### src/rtl/mem_access_stage.sv
// Memory-access pipeline stage: owns the data-memory port, waits out the read
// latency of loads and presents one write-back record per instruction.
//
// state   | meaning
// IDLE    | no record held
// LD_WAIT | load issued, waiting MEM_LAT edges for read data
// OUT     | write-back record valid on outputs
module mem_access_stage #(
  parameter int W_OPR   = 32,
  parameter int ADDR    = 16,
  parameter int W_RD    = 4,
  parameter int MEM_LAT = 1
) (
  input  logic             clk,
  input  logic             reset,
  input  logic             v_i,
  output logic             stall_o,
  input  logic [W_OPR-1:0] result_i,
  input  logic             wb_i,
  input  logic [W_RD-1:0]  wb_r_i,
  input  logic             ld_i,
  input  logic             st_i,
  input  logic [ADDR-1:0]  ldst_addr_i,
  input  logic [W_OPR-1:0] st_data_i,
  output logic [ADDR-1:0]  mem_addr_o,
  output logic             mem_write_o,
  output logic [W_OPR-1:0] mem_data_o,
  input  logic [W_OPR-1:0] mem_data_i,
  output logic             v_o,
  input  logic             stall_i,
  output logic             wb_o,
  output logic [W_RD-1:0]  wb_r_o,
  output logic [W_OPR-1:0] result_o
);

  typedef enum logic [1:0] {IDLE, LD_WAIT, OUT} state_t;

  localparam logic [2:0] LAT = 3'(MEM_LAT);

  state_t           r_state;
  logic [2:0]       r_cnt;
  logic             r_ld_wb;
  logic             r_v;
  logic             r_wb;
  logic [W_RD-1:0]  r_wb_r;
  logic [W_OPR-1:0] r_result;
  logic [ADDR-1:0]  r_mem_addr;
  logic             r_mem_write;
  logic [W_OPR-1:0] r_mem_data;

  logic w_stall;
  logic w_accept;

  assign w_stall  = (r_state == LD_WAIT) || ((r_state == OUT) && stall_i);
  assign w_accept = v_i && !w_stall;

  always_ff @(posedge clk) begin
    if (reset) begin
      r_state     <= IDLE;
      r_cnt       <= '0;
      r_ld_wb     <= 1'b0;
      r_v         <= 1'b0;
      r_wb        <= 1'b0;
      r_wb_r      <= '0;
      r_result    <= '0;
      r_mem_addr  <= '0;
      r_mem_write <= 1'b0;
      r_mem_data  <= '0;
    end else begin
      // write strobe is a single-cycle pulse, never held by a downstream stall
      r_mem_write <= 1'b0;
      case (r_state)
        LD_WAIT: begin
          r_cnt <= r_cnt - 3'd1;
          if (r_cnt == 3'd1) begin
            r_result <= mem_data_i;
            r_v      <= 1'b1;
            r_wb     <= r_ld_wb;
            r_state  <= OUT;
          end
        end
        default: begin
          if (w_accept) begin
            r_wb_r <= wb_r_i;
            if (ld_i) begin
              // ld+st together is treated as a load
              r_mem_addr <= ldst_addr_i;
              r_cnt      <= LAT;
              r_ld_wb    <= wb_i;
              r_v        <= 1'b0;
              r_wb       <= 1'b0;
              r_state    <= LD_WAIT;
            end else if (st_i) begin
              r_mem_addr  <= ldst_addr_i;
              r_mem_data  <= st_data_i;
              r_mem_write <= 1'b1;
              r_result    <= result_i;
              r_v         <= 1'b1;
              r_wb        <= 1'b0;
              r_state     <= OUT;
            end else begin
              r_result <= result_i;
              r_v      <= 1'b1;
              r_wb     <= wb_i;
              r_state  <= OUT;
            end
          end else if ((r_state == OUT) && !stall_i) begin
            r_v     <= 1'b0;
            r_wb    <= 1'b0;
            r_state <= IDLE;
          end
        end
      endcase
    end
  end

  assign stall_o     = w_stall;
  assign v_o         = r_v;
  assign wb_o        = r_wb;
  assign wb_r_o      = r_wb_r;
  assign result_o    = r_result;
  assign mem_addr_o  = r_mem_addr;
  assign mem_write_o = r_mem_write;
  assign mem_data_o  = r_mem_data;

endmodule

### config.mk
export PLATFORM = sky130hd
export DESIGN_NAME = mem_access_stage
export DESIGN_NICKNAME = d
export VERILOG_FILES = /design/src/rtl/mem_access_stage.sv
export SDC_FILE = /design/constraint.sdc
export NUM_CORES = 1
export LEC_CHECK = 0
export CAP_MARGIN = 30
export CORE_ASPECT_RATIO = 1.75
export CORE_MARGIN = 2
export CORE_UTILIZATION = 41
export DETAILED_ROUTE_END_ITERATION = 12
export GPL_ROUTABILITY_DRIVEN = 1
export PLACE_DENSITY = 0.87
export SKIP_CTS_REPAIR_TIMING = 1
export SLEW_MARGIN = 10
export SYNTH_ARGS = -nofsm -noshare
export SYNTH_HDL_FRONTEND = slang
export SYNTH_SLANG_ARGS = --single-unit
export TNS_END_PERCENT = 5
### constraint.sdc
create_clock -name clk -period 2.65 [get_ports clk]
set_input_delay 0.265 -clock clk [delete_from_list [all_inputs] [get_ports clk]]
set_output_delay 0.265 -clock clk [all_outputs]
set_load 0.01 [all_outputs]
# Word-level counts from Yosys, hierarchy flattened
# Cells that the tools add are included.
# W data, S select, Z words.
word_totals:
  register_bits: 93
  inputBits: 123
op_classes:
  addsub: 1
  eq_ne: 5
  n_mux: 25
  bitwise: 3
  reduce_logical: 18
op_table:
  columns: ["op", "count"]
  rows:
  - ["$mux W32", 4]
  - ["$mux W16", 2]
  - ["$mux W1", 11]
  - ["$mux W2", 5]
  - ["$mux W3", 3]
  - ["$reduce_and A3 Y1", 3]
  - ["$reduce_and A2 Y1", 3]
  - ["$reduce_bool A2 Y1", 3]
  - ["$ne A2 B1 Y1 const B", 2]
  - ["$reduce_and A4 Y1", 1]
  - ["$reduce_or A4 Y1", 1]
  - ["$eq A3 B1 Y1 const B", 1]
  - ["$logic_and A1 B1 Y1", 3]
  - ["$not A1 Y1", 3]
  - ["$reduce_bool A3 Y1", 1]
  - ["$sub A3 B1 Y3 const B", 1]
  - ["$eq A2 B1 Y1 const B", 1]
  - ["$eq A2 B2 Y1 const B", 1]
  - ["$logic_not A1 Y1", 2]
  - ["$logic_or A1 B1 Y1", 1]

# Logic depth before layout (Yosys ltp)
logic_depth:
  ltp_word: 7
  depth_mapped: 8

# Worst setup path before layout
# Ideal clock, no wire load.
synth_path:
  path_type: "reg2reg"
  startpoint: "reg r_state[1]"
  endpoint: "reg r_mem_addr[0], in the netlist mem_addr_o[0]"
  setup_time_ns: 0.128
  arrival_ns: 1.440
  setup_slack_ns: 1.082
  stages_incl_launch_ff: 8
  path_buffers: 3
  synth_period_minus_slack_ns: 1.568
  path_cell_list: "dfxtp_1 > buf_4 > nand2b_1 > buf_2 > o2111ai_2 > buf_6 > mux2i_1 > nor2_1"
synth_between:
  elab_chain_len: 6
  word_cells_on_any_way: 8
synth_lines:
  columns: ["element", "line", "rtl"]
  rows:
  - ["start: declaration", "40", "state_t r_state;"]
  - ["start signal: assignment", "59", "r_state <= IDLE;"]
  - ["start signal: assignment", "79", "r_state <= OUT;"]
  - ["start signal: assignment", "92", "r_state <= LD_WAIT;"]
  - ["$eq A2 B2 Y1", "54", "assign w_stall = (r_state == LD_WAIT) || ((r_state == OUT) && stall_i);"]
  - ["$logic_and A1 B1 Y1", "54", null]
  - ["$logic_or A1 B1 Y1", "54", null]
  - ["$logic_not A1 Y1", "55", "assign w_accept = v_i && !w_stall;"]
  - ["$logic_and A1 B1 Y1", "55", null]
  - ["$reduce_and A3 Y1 (no line) (*)", null, null]
  - ["end signal: assignment", "87", "r_mem_addr <= ldst_addr_i;"]
  - ["end signal: assignment", "94", "r_mem_addr <= ldst_addr_i;"]
  - ["end: declaration", "47", "logic [ADDR-1:0] r_mem_addr;"]
# Every way passes the cells marked *; elsewhere a longest branch is shown, timed or not.
# A chain may end at the register's enable or synchronous reset.

# Worst setup path in the final report
layout_path:
  startpoint: "reg r_state[0]"
  endpoint: "out stall_o"
layout_between:
  elab_chain_len: 3
  word_cells_on_any_way: 4
layout_lines:
  columns: ["element", "line", "rtl"]
  rows:
  - ["$eq A2 B2 Y1", "54", null]
  - ["$logic_and A1 B1 Y1", "54", null]
  - ["$logic_or A1 B1 Y1 (*)", "54", null]
  - ["end: declaration", "17", "output logic stall_o,"]
# Marks and branches as above.

==> results.py <==
metrics = {
    "yosys": {
        "ys_warn_count": 0,
        "avgSynthCellArea_sq_um": 8.37,
        "synth_edf_count": 0,
        "netlist_area_sq_um": 3670,
        "async_flop_share_pct": 0,
        "yosysSeqAreaShare_pct": 50.2,
        "synth.distinct_cells": 29,
        "synth-main-ff-cell": "dfxtp_1",
        "ys_ff_latch": 92,
        "syn_inst": 438,
        "synth_nets": 563,
    },
    "min_path": {
        "hold_class": "reg -> reg",
        "min_from": "mem_data_o[9]",
    },
    "cts": {
        "cts-root-buf": "clkbuf_16",
        "clk_path_buf_depth": 2,
        "cts.sinks": 92,
        "clkTransAtPathRegs_ns": 0.06,
        "cts_made_buffers": 9,
        "cts_max_level": 3,
        "cts_tree": "yes",
        "clk_latency_ns": 0.33,
    },
    "die": {
        "row_count": 45,
        "core_sq_um": 8670,
        "initial_core_util_pct": 42.3,
        "die_area_sq_um": 9740,
        "die_x_um": 75.5,
        "ios": 211,
        "die_y_um": 129,
    },
    "cells_and_area": {
        "diodes": 0,
        "finish.utilization_pct": 70.5,
        "layout-drive-gt1-share_pct": 4.72,
        "fin_nets": 756,
        "multi_input_area_sq_um": 1600,
        "fill_cells": 680,
        "syn_to_final_growth_pct": 66.8,
        "register_area_sq_um": 1840,
    },
    "drt": {
        "drt-wirelength-per-cell_um": 15.1,
        "num_vias": 3835,
        "ant_nets": 0,
        "drcViolationCount": 0,
        "postRouteWirelength_um": 11400,
        "first_iter_violations": 160,
        "avgViaCountPerCell": 5.10,
        "dr.pass1.iters": 4,
    },
    "place": {
        "post-place-ws_ns": 0.620,
        "gp_congestion": 0.818,
        "port_buffers": 210,
        "place_hpwl_um": 8230,
    },
    "timing": {
        "setup_violations": 0,
        "worst_slack_ns": 0.469,
        "hold_violations": 0,
        "fin_skew_ns": 0.00748,
        "period_share_pct": 82.3,
        "fmax_ghz": 0.459,
        "fin_setup_tns_ns": 0,
        "slew_headroom_pct": 51.3,
        "drv_slew": 0,
        "worstMarginPinSlew_ns": 0.730,
        "rsz0062_at_grt": "no",
        "period_needed_ns": 2.18,
    },
    "setup_path": {
        "path_class": "reg -> out",
        "r2r_slack_ns": 0.68,
        "cp.arrival_ns": 1.92,
        "cp_data_required_time_ns": 2.38,
        "r2r-start": "r_state[0]",
        "critPathLaunchType": "flip-flop",
        "cp_max_fo": 41,
        "crit_start": "r_state[0]",
        "rr_worst_depth": 6,
        "cp-end-kind": "output pin",
        "worstReg2RegEnd": "mem_addr_o[15]",
        "setup.worst_path.end": "stall_o",
    },
    "global_routing": {
        "grt_start_max_net_pins": 66,
        "grt_pass1_wl_um": 17300,
        "grt_use_total_pct": 22.8,
        "antenna_found_initial": 0,
        "grt_pass1_vias": 3764,
        "grt-ovfl-total": 0,
    },
    "power": {
        "switching_share_pct": 25.6,
        "clock_power_share_pct": 34.1,
        "power.density_nw_per_um2": 609,
        "intPower_uw": 2770,
        "power.switching_uw": 954,
        "vdd_drop_max_uv": 450,
        "combPwrFrac_pct": 24.0,
        "p_leak_uw": 0.00233,
        "seq_power_share_pct": 42.0,
    },
    "run": {
        "cap_violations": 0,
    },
    "outcome": {
        "status": "finished, final reports clean",
    },
}
-- worst max-delay path, cell delays in order (launching register included) --
cell             delay [ns]
dfxtp_1                0.39
nand2b_1               0.13
buf_4                  0.40
nand2_1                0.14
clkdlybuf4s50_1        0.53
-- per-stage QoR --
stage,hold WS (ns),instance area (sq um),total power [uW],instances
6_report,0.454,6120,3720,752
5_1_grt,0.473,6120,3900,752
2_1_floorplan,0.401,3670,2010,438
3_5_place_dp,0.449,5810,2490,737
4_1_cts,0.456,6120,3780,752
3_3_place_gp,0.443,5770,2450,735
-- sequential cells by signal, indices dropped and copies added (netlist names) --
| signal | count |
|---|---|
| mem_addr_o | 16 |
| result_o | 32 |
| mem_write_o | 1 |
| r_ld_wb | 1 |
| wb_o | 1 |
| wb_r_o | 4 |
| mem_data_o | 32 |
| r_state | 2 |
| r_cnt | 3 |
-- power groups by stage --
stage	sequential, uW	clock [uW]	combinational [uW]
6_report	1560	1270	892
5_1_grt	1580	1360	965
4_1_cts	1560	1320	898
3_5_place_dp	1590	0	892
3_3_place_gp	1590	0	862
2_1_floorplan	1640	0	373
-- routing by layer --
metal	vias up	wire length [um]	GRT usage [%]	share of wire, %
met5	-	0	0	0
li1	1859	-	-	-
met4	0	340	9.91	3.0
met2	162	6160	41.5	54
met1	1788	4100	24.2	36
met3	26	753	5.05	6.6
-- logic make-up (layout without fill, tap and decap cells) --
kind of cell	count (synthesis)	in the layout	share of synthesized area (%)
adders and majority gates	2	2	0.682
muxes	21	21	5.73
and+or+nand+nor	206	206	22.5
DFF	92	92	50.2
xor gates and xnor gates	1	1	0.239
buffers and inverters	40	237	6.14
AOI/OAI and AO/OA	76	76	14.4
-- cells in the mapped netlist, types with 2 or more instances --
cell type / instances / area [sq um]
dfxtp_1: 92 / 1840
mux2i_1: 21 / 210
ha_1: 2 / 25.0
a311oi_1: 33 / 289
clkbuf_1: 13 / 48.8
nand3_1: 2 / 10.0
a21oi_1: 37 / 185
nand2_1: 132 / 495
buf_2: 15 / 75.1
nor2b_1: 4 / 25.0
nor2_1: 58 / 218
buf_6: 7 / 78.8
inv_1: 4 / 15.0
nand4_1: 3 / 18.8
-- layout by cell type (no fill, tap or decap), types with 2 or more instances in the layout --
master | synthesis | routed
clkdlybuf4s50_1 | 0 | 209
a21oi_1 | 37 | 37
clkbuf_16 | 0 | 9
clkbuf_8 | 0 | 2
buf_4 | 1 | 4
nand3_1 | 2 | 2
ha_1 | 2 | 2
inv_1 | 4 | 4
clkinv_2 | 0 | 2
nand4_1 | 3 | 3
a311oi_1 | 33 | 33
nand2_1 | 132 | 132
dfxtp_1 | 92 | 92
nor2b_1 | 4 | 3
mux2i_1 | 21 | 21
nor2_1 | 58 | 58
buf_12 | 0 | 2
-- cell type report --
class	instances	area share, %
Inverter	4	0.245
Multi-Input combinational cell	306	26.2
Sequential cell	92	30.1
Timing Repair Buffer	218	36.1
Tap cell	117	2.39
Clock inverter	4	0.798
Clock buffer	11	4.13
-- worst min-delay path by stage --
stage	cells after the start	endpoint	slack, ns
2_1_floorplan	2	mem_data_o[0]	0.40
6_report	2	mem_data_o[9]	0.45
5_1_grt	2	mem_data_o[12]	0.47
3_5_place_dp	2	mem_data_o[25]	0.45
3_3_place_gp	2	mem_data_o[17]	0.44
4_1_cts	2	mem_data_o[20]	0.46
(Power assumes the default switching activity.)
